### config.mk
export PLATFORM = sky130hd
export DESIGN_NAME = food_spawn_ctrl
export DESIGN_NICKNAME = d
export VERILOG_FILES = /design/src/rtl/food_spawn_ctrl.sv
export SDC_FILE = /design/constraint.sdc
export NUM_CORES = 1
export LEC_CHECK = 0
export CORE_UTILIZATION = 40
export CTS_CLUSTER_SIZE = 14
export DETAILED_ROUTE_END_ITERATION = 6
export SYNTH_ARGS = -nofsm -noshare
export SYNTH_HDL_FRONTEND = slang
export SYNTH_SLANG_ARGS = --single-unit
### constraint.sdc
create_clock -name i_clk -period 2.3 [get_ports i_clk]
set_input_delay 0.69 -clock i_clk [delete_from_list [all_inputs] [get_ports i_clk]]
set_output_delay 0.69 -clock i_clk [all_outputs]
set_load 0.1 [all_outputs]
### src/rtl/food_spawn_ctrl.sv
// Food placement sequencer. It tries random cells first. If every random try
// collides, it scans the grid in row-major order, starting at the last random cell.
module food_spawn_ctrl #(
  parameter int GRID_BITS = 4,
  parameter int MAX_TRIES = 8
) (
  input  logic                 i_clk,
  input  logic                 i_rst,
  input  logic                 i_spawn_req,
  input  logic [GRID_BITS-1:0] i_rand_x,
  input  logic [GRID_BITS-1:0] i_rand_y,
  output logic                 o_occ_rd_en,
  output logic [GRID_BITS-1:0] o_occ_x,
  output logic [GRID_BITS-1:0] o_occ_y,
  input  logic                 i_occ_hit,
  output logic [GRID_BITS-1:0] o_food_x,
  output logic [GRID_BITS-1:0] o_food_y,
  output logic                 o_food_valid,
  output logic                 o_done,
  output logic                 o_busy,
  output logic                 o_board_full
);

  localparam int TRY_BITS  = $clog2(MAX_TRIES + 1);
  localparam int SCAN_BITS = 2 * GRID_BITS;
  localparam logic [TRY_BITS-1:0]  TRY_LAST  = TRY_BITS'(MAX_TRIES);
  localparam logic [SCAN_BITS-1:0] SCAN_LAST = '1;
  localparam logic [GRID_BITS-1:0] X_LAST    = '1;

  typedef enum logic [2:0] {
    IDLE,
    RAND_Q,
    RAND_W,
    SCAN_Q,
    SCAN_W,
    DONE
  } state_t;

  state_t state, state_nxt;

  logic [GRID_BITS-1:0] cand_x, cand_y;
  logic [TRY_BITS-1:0]  tries;
  logic [SCAN_BITS-1:0] scan_cnt;

  always_ff @(posedge i_clk) begin
    if (i_rst) state <= IDLE;
    else       state <= state_nxt;
  end

  always_comb begin
    state_nxt = state;
    unique case (state)
      IDLE:    if (i_spawn_req) state_nxt = RAND_Q;
      RAND_Q:  state_nxt = RAND_W;
      RAND_W: begin
        if (!i_occ_hit)             state_nxt = DONE;
        else if (tries == TRY_LAST) state_nxt = SCAN_Q;
        else                        state_nxt = RAND_Q;
      end
      SCAN_Q:  state_nxt = SCAN_W;
      SCAN_W: begin
        if (!i_occ_hit || scan_cnt == SCAN_LAST) state_nxt = DONE;
        else                                     state_nxt = SCAN_Q;
      end
      DONE:    state_nxt = IDLE;
      default: state_nxt = IDLE;
    endcase
  end

  always_comb begin
    o_occ_rd_en = (state == RAND_Q) || (state == SCAN_Q);
    o_done      = (state == DONE);
    o_busy      = (state != IDLE);
  end

  assign o_occ_x = cand_x;
  assign o_occ_y = cand_y;

  // The scan needs no re-seed. cand still holds the last random cell when the scan starts.
  always_ff @(posedge i_clk) begin
    if (i_rst) begin
      cand_x       <= '0;
      cand_y       <= '0;
      tries        <= '0;
      scan_cnt     <= '0;
      o_food_x     <= '0;
      o_food_y     <= '0;
      o_food_valid <= 1'b0;
      o_board_full <= 1'b0;
    end else begin
      unique case (state)
        IDLE: begin
          if (i_spawn_req) begin
            cand_x       <= i_rand_x;
            cand_y       <= i_rand_y;
            tries        <= TRY_BITS'(1);
            o_food_valid <= 1'b0;
            o_board_full <= 1'b0;
          end
        end
        RAND_W: begin
          if (!i_occ_hit) begin
            o_food_x     <= cand_x;
            o_food_y     <= cand_y;
            o_food_valid <= 1'b1;
          end else if (tries == TRY_LAST) begin
            scan_cnt <= '0;
          end else begin
            cand_x <= i_rand_x;
            cand_y <= i_rand_y;
            tries  <= tries + TRY_BITS'(1);
          end
        end
        SCAN_W: begin
          if (!i_occ_hit) begin
            o_food_x     <= cand_x;
            o_food_y     <= cand_y;
            o_food_valid <= 1'b1;
          end else if (scan_cnt == SCAN_LAST) begin
            o_board_full <= 1'b1;
          end else begin
            cand_x   <= cand_x + GRID_BITS'(1);
            if (cand_x == X_LAST) cand_y <= cand_y + GRID_BITS'(1);
            scan_cnt <= scan_cnt + SCAN_BITS'(1);
          end
        end
        default: ;
      endcase
    end
  end

endmodule

==> results of run 1 <==
==> sequential cells by signal, summed over array words and instances (netlist names) <==
name,flops
o_occ_y,4
state,3
o_board_full,1
o_food_x,4
o_food_y,4
scan_cnt,8
o_food_valid,1
tries,4
o_occ_x,4
==> metrics by stage <==
step | cell area [um2] | util (%)
after floorplan | 1710 | -
after detailed placement | 2110 | 52.4
after global placement | 2110 | 52.4
after CTS | 2230 | 55.2
after global routing | 2230 | 55.2
final | 2230 | 55.2
==> final cells by class <==
type | instances | area (um2)
fillers | 379 | 1800
clock inverters | 1 | 30.0
multi-input cells | 163 | 961
repair buffers | 43 | 400
well taps | 50 | 62.6
flip-flops and latches | 33 | 663
inverters | 6 | 22.5
clock buffers | 7 | 86.3
==> worst max-delay path, stage by stage (launching register included) <==
cell	delay (ns)
dfxtp_1	0.49
or3_1	0.49
buf_12	0.19
==> cells by family after synthesis <==
family | count (synthesis) | share of synthesized area (%)
compound gates | 64 | 23.1
xor+xnor | 3 | 1.55
fa+ha+maj | 5 | 3.68
buf+inv | 18 | 4.94
flops | 33 | 38.9
mux | 2 | 1.18
simple gates | 89 | 26.6
==> path summary, 6_finish.rpt <==
kind | slack [ns] | endpoint | start | cells after the start
worst min register to register | 0.46 | o_food_x[1]$_SDFFE_PP0P_ | o_food_x[1]$_SDFFE_PP0P_ | 2
worst max-delay path | 0.15 | o_busy | state[1]$_SDFFE_PP0N_ | 2
worst min-delay path | 0.46 | o_food_x[1]$_SDFFE_PP0P_ | o_food_x[1]$_SDFFE_PP0P_ | 2
worst max register to register | 0.30 | o_occ_y[1]$_SDFFE_PP0P_ | state[1]$_SDFFE_PP0N_ | 4
==> power groups by stage <==
stage,logic [mW],clock network (mW),registers [mW]
after floorplan,0.119,0,0.725
after global placement,0.296,0,0.637
after detailed placement,0.300,0,0.638
after CTS,0.300,0.586,0.625
after global routing,0.317,0.607,0.629
final,0.300,0.574,0.626
==> placed cells by master, fill, tap and decap left out, drive strengths merged, types with 3 or more instances in the layout <==
| cell type | netlist | routed |
|---|---|---|
| a21oi | 29 | 29 |
| a31oi | 5 | 5 |
| a41oi | 3 | 3 |
| and3 | 4 | 4 |
| buf | 7 | 32 |
| clkbuf | 5 | 7 |
| clkdlybuf4s50 | 0 | 11 |
| dfxtp | 33 | 33 |
| ha | 5 | 5 |
| inv | 6 | 6 |
| nand2 | 28 | 28 |
| nand3 | 8 | 8 |
| nand4 | 4 | 4 |
| nor2 | 18 | 18 |
| nor3 | 7 | 7 |
| nor3b | 4 | 4 |
| o21ai | 11 | 11 |
| o31ai | 3 | 3 |
| or3 | 4 | 4 |
| xor2 | 3 | 3 |
==> metal layers <==
layer / GRT usage [%] / vias up
met3: 4.73 / 4
met1: 27.6 / 804
met5: 0 / -
met2: 34.1 / 45
li1: - / 850
met4: 8.51 / 0
==> flow_summary.ini, run 1 <==
[run_status]
outcome = finished, final reports clean

[cts]
cts_made_buffers = 5
insertion_delay_ns = 0.28
path_clk_slew_ns = 0.07
cts_num_sinks = 33
cts_setup_buffers = 0
post_cts_resize_count = 0
cts-htree-levels = 2
hold_buffers = 0
cts_root_buf = clkbuf_8
cts_tree = done
clockBufferDepth = 2

[placed_design]
io_buffers = 32
hpwl_um = 3140
dp_cells = 295
dp_slack_ns = -0.0861
gp_congestion = 0.812

[yosys]
synth.ff_latch_count = 33
ys.flop_type = dfxtp_1
synthTopCellsByArea = dfxtp_1 39%, a21oi_1 8.3%, nand2_1 6.2%
synthArstFlopShare_pct = 0
synth_cells = 214
synth_area_mm2 = 0.00170
synthTopCellsByCount = 33 x dfxtp_1, 28 x a21oi_1, 28 x nand2_1
avgSynthCellArea_um2 = 7.93
syn_nets = 231
synth_warnings = 0
yosysTopAreaCellShare_pct = 38.9
synth_edf_count = 0
synth.most_common_cell = dfxtp_1
synth_seq_area_share_pct = 38.9
synthDistinctLibCells = 48
synth_top_area_cell = dfxtp_1

[critical_path]
critPathCaptureType = primary output
path_class = reg2out
critical_path.max_fanout = 17
worst_ep_required_time_ns = 1.61
startpoint_type = flip-flop
arrival_ns = 1.46

[pwr]
p_per_area_mw_per_mm2 = 674
pwr-share-clk_pct = 38.3
power.share.sequential_pct = 41.7
comb_power_share_pct = 20.0
design_power_total_mw = 1.50
vdd_ir_drop_max_uv = 398
p_int_mw = 1.04
p_leak_nw = 0.859
swShare_pct = 30.7
p_sw_mw = 0.461

[detailed_routing]
drt_drc_violations_left = 0
m1WireLength_um = 2050
dr.first_iter.drc_count = 127
top_layer = met4
wl_um = 4430
via_count = 1703
postRouteAntennaNets = 0
route.met3.wl_um = 228
dr.pass1.iters = 4
vias_per_cell = 5.62
route.met2.wl_um = 2120
wire_per_inst_um = 14.6

[global_route]
grt_pass1_wl_um = 7260
first_global_vias = 1580
antenna_found_initial = 0
grt-ovfl-total = 0
grt_max_degree = 18
grt_usage_pct = 21.3

[die]
pin_count = 33
start_util_pct = 42.1
die_y_um = 67.2
fp.dieW_um = 67.2
die_area_mm2 = 0.00451
core_area_mm2 = 0.00403
row_count = 23

[layout]
areaGrowthSynthToFinish_pct = 31.1
drive_gt1_share_pct = 19.8
nets = 269
final_cells = 303
diodes = 0

[flow_run]
drv_cap = 0

[timing]
fin_setup_tns_ns = 0
worst_slack_ns = 0.149
skew_ns = 0.00443
period_needed_ns = 2.15
worst_pin_slew_ns = 0.573
setup_violations = 0
maxSlewViolCount = 0
slew_headroom_pct = 61.8
post-route-period-util_pct = 93.5
worst_hold_slack_ns = 0.459
fmax_mhz = 465
rsz0062_at_grt = no
hold_viol = 0

[worst_hold_path]
hold_path_class = reg2reg
Note: power is estimated with default switching activity, not from simulation.
==> run 2: changes to the inputs <==
- REMOVE_ABC_BUFFERS: default -> 1
==> run 2 against run 1 <==
  * Clock-buffer cell count decreased by 2
  * Sequential share of layout area decreased by 0.85 points
  * Maximum frequency increased by 0.33%
  * Sequential cell count unchanged
  * Non-clock buffer count increased by 3
  * Wire length increased by 2.2%
==> flow_summary.ini, run 2 (synthesis gave the netlist of run 1 again) <==
[run_status]
outcome = finished, final reports clean

[layout]
postLayoutCoreUtil_pct = 56.8
diodes = 0
final_cell_mix = 32 x dfxtp_1, 29 x buf_4, 28 x nand2_1, 28 x a21oi_1, 18 x nor2_1
largest_reg_flops = 8
drive_gt1_share_pct = 20.3
regMostFlops = scan_cnt
mostFrequentLayoutCell = dfxtp_1
nets = 272
areaGrowthSynthToFinish_pct = 34.7

[pwr]
comb_power_share_pct = 19.9
p_int_mw = 1.13
p_leak_nw = 0.889
power.share.sequential_pct = 39.2
swShare_pct = 29.2
vdd_ir_drop_max_uv = 278
p_sw_mw = 0.465
pwr-share-clk_pct = 40.9
p_per_area_mw_per_mm2 = 697

[critical_path]
path_class = reg2out
critical_path.max_fanout = 17
critPathCaptureType = primary output
worst_ep_required_time_ns = 1.61
arrival_ns = 1.45
crit_path_cell_trace = or3_1 > buf_12
startpoint_type = flip-flop
cp_slowest_cell = dfxtp_1
path_buf_inv = 1
cpLargestDelayFamily = flip-flops
critical-path-max-stage-delay_ns = 0.49

[timing]
period_needed_ns = 2.14
worst_pin_slew_ns = 0.551
worst_hold_slack_ns = 0.456
maxSlewViolCount = 0
slew_headroom_pct = 63.2
fmax_mhz = 466
skew_ns = 0.00835
hold_viol = 0
post-route-period-util_pct = 93.2
rsz0062_at_grt = no
setup_violations = 0
worst_slack_ns = 0.156

[detailed_routing]
dr.first_iter.drc_count = 108
dr.pass1.iters = 4
wire_per_inst_um = 14.8
drt_drc_violations_left = 0
via_count = 1762
postRouteAntennaNets = 0
wl_um = 4520
vias_per_cell = 5.76

[placed_design]
io_buffers = 32
gp_congestion = 0.795
dp_slack_ns = -0.115
hpwl_um = 3250

[die]
die_area_mm2 = 0.00451
row_count = 23
fp.dieW_um = 67.2
start_util_pct = 42.1
pin_count = 33
die_y_um = 67.2
core_area_mm2 = 0.00403

[cts]
clockBufferDepth = 2
cts_made_buffers = 5
hold_buffers = 0
cts_tree = done
cts_root_buf = clkbuf_8
cts_num_sinks = 33
path_clk_slew_ns = 0.07
cts_setup_buffers = 0
insertion_delay_ns = 0.29
cts-htree-levels = 2

[global_route]
grt_usage_pct = 21.9
first_global_vias = 1650
antenna_found_initial = 0
grt-ovfl-total = 0
grt_max_degree = 18
grt_pass1_wl_um = 7370

[flow_run]
drv_cap = 0

[worst_hold_path]
hold_path_class = reg2reg
-- run 2: repair_timing --
item	in CTS	in global routing
endpoints found under the hold margin	0	0
setup endpoints to repair	0	1
gates resized for setup	0	2
-- run 2: final timing paths --
| path | cells past startpoint | slack (ns) | start | end |
|---|---|---|---|---|
| max | 2 | 0.16 | state[1]$_SDFFE_PP0N_ | o_busy |
| min | 2 | 0.46 | o_food_x[2]$_SDFFE_PP0P_ | o_food_x[2]$_SDFFE_PP0P_ |
| max reg2reg | 6 | 0.28 | tries[0]$_SDFFE_PP0P_ | o_occ_y[1]$_SDFFE_PP0P_ |
| min reg2reg | 2 | 0.46 | o_food_x[2]$_SDFFE_PP0P_ | o_food_x[2]$_SDFFE_PP0P_ |
-- run 2: worst min-delay path: stages (launching register included) --
cell and delay, ns:
dfxtp_1 0.31, nand2_1 0.05, a21oi_1 0.05
-- run 2: per-stage QoR --
step,std cells,power [mW],area [um2],TNS (ns)
2_1_floorplan,202,0.828,1640,-1.46
3_3_place_gp,298,0.948,2150,-0.228
3_5_place_dp,298,0.955,2150,-0.591
4_1_cts,306,1.61,2280,0
5_1_grt,306,1.66,2290,0
6_report,306,1.59,2290,0
-- run 2: area by class of cell --
cell class,instances,area [um2]
clock buffer,5,68.8
fill,366,1740
multi-input combinational,163,958
timing repair buffer,46,448
inverter,6,22.5
clock inverter,3,65.1
tap,50,62.6
sequential,33,662
-- run 2: routing by layer --
| metal | up-vias | part of all wire [%] | GRT usage, % |
|---|---|---|---|
| li1 | 858 | - | - |
| met1 | 845 | 42 | 25.5 |
| met2 | 57 | 52 | 38.6 |
| met3 | 2 | 5.5 | 5.24 |
| met4 | 0 | 0.62 | 7.98 |
| met5 | - | 0 | 0 |
-- run 2: power groups by stage --
| stage | combinational [mW] | sequential (mW) | clock [mW] |
|---|---|---|---|
| after floorplan | 0.0981 | 0.730 | 0 |
| after global placement | 0.312 | 0.636 | 0 |
| after detailed placement | 0.317 | 0.638 | 0 |
| after CTS | 0.318 | 0.624 | 0.669 |
| after global routing | 0.335 | 0.629 | 0.694 |
| final | 0.317 | 0.624 | 0.652 |
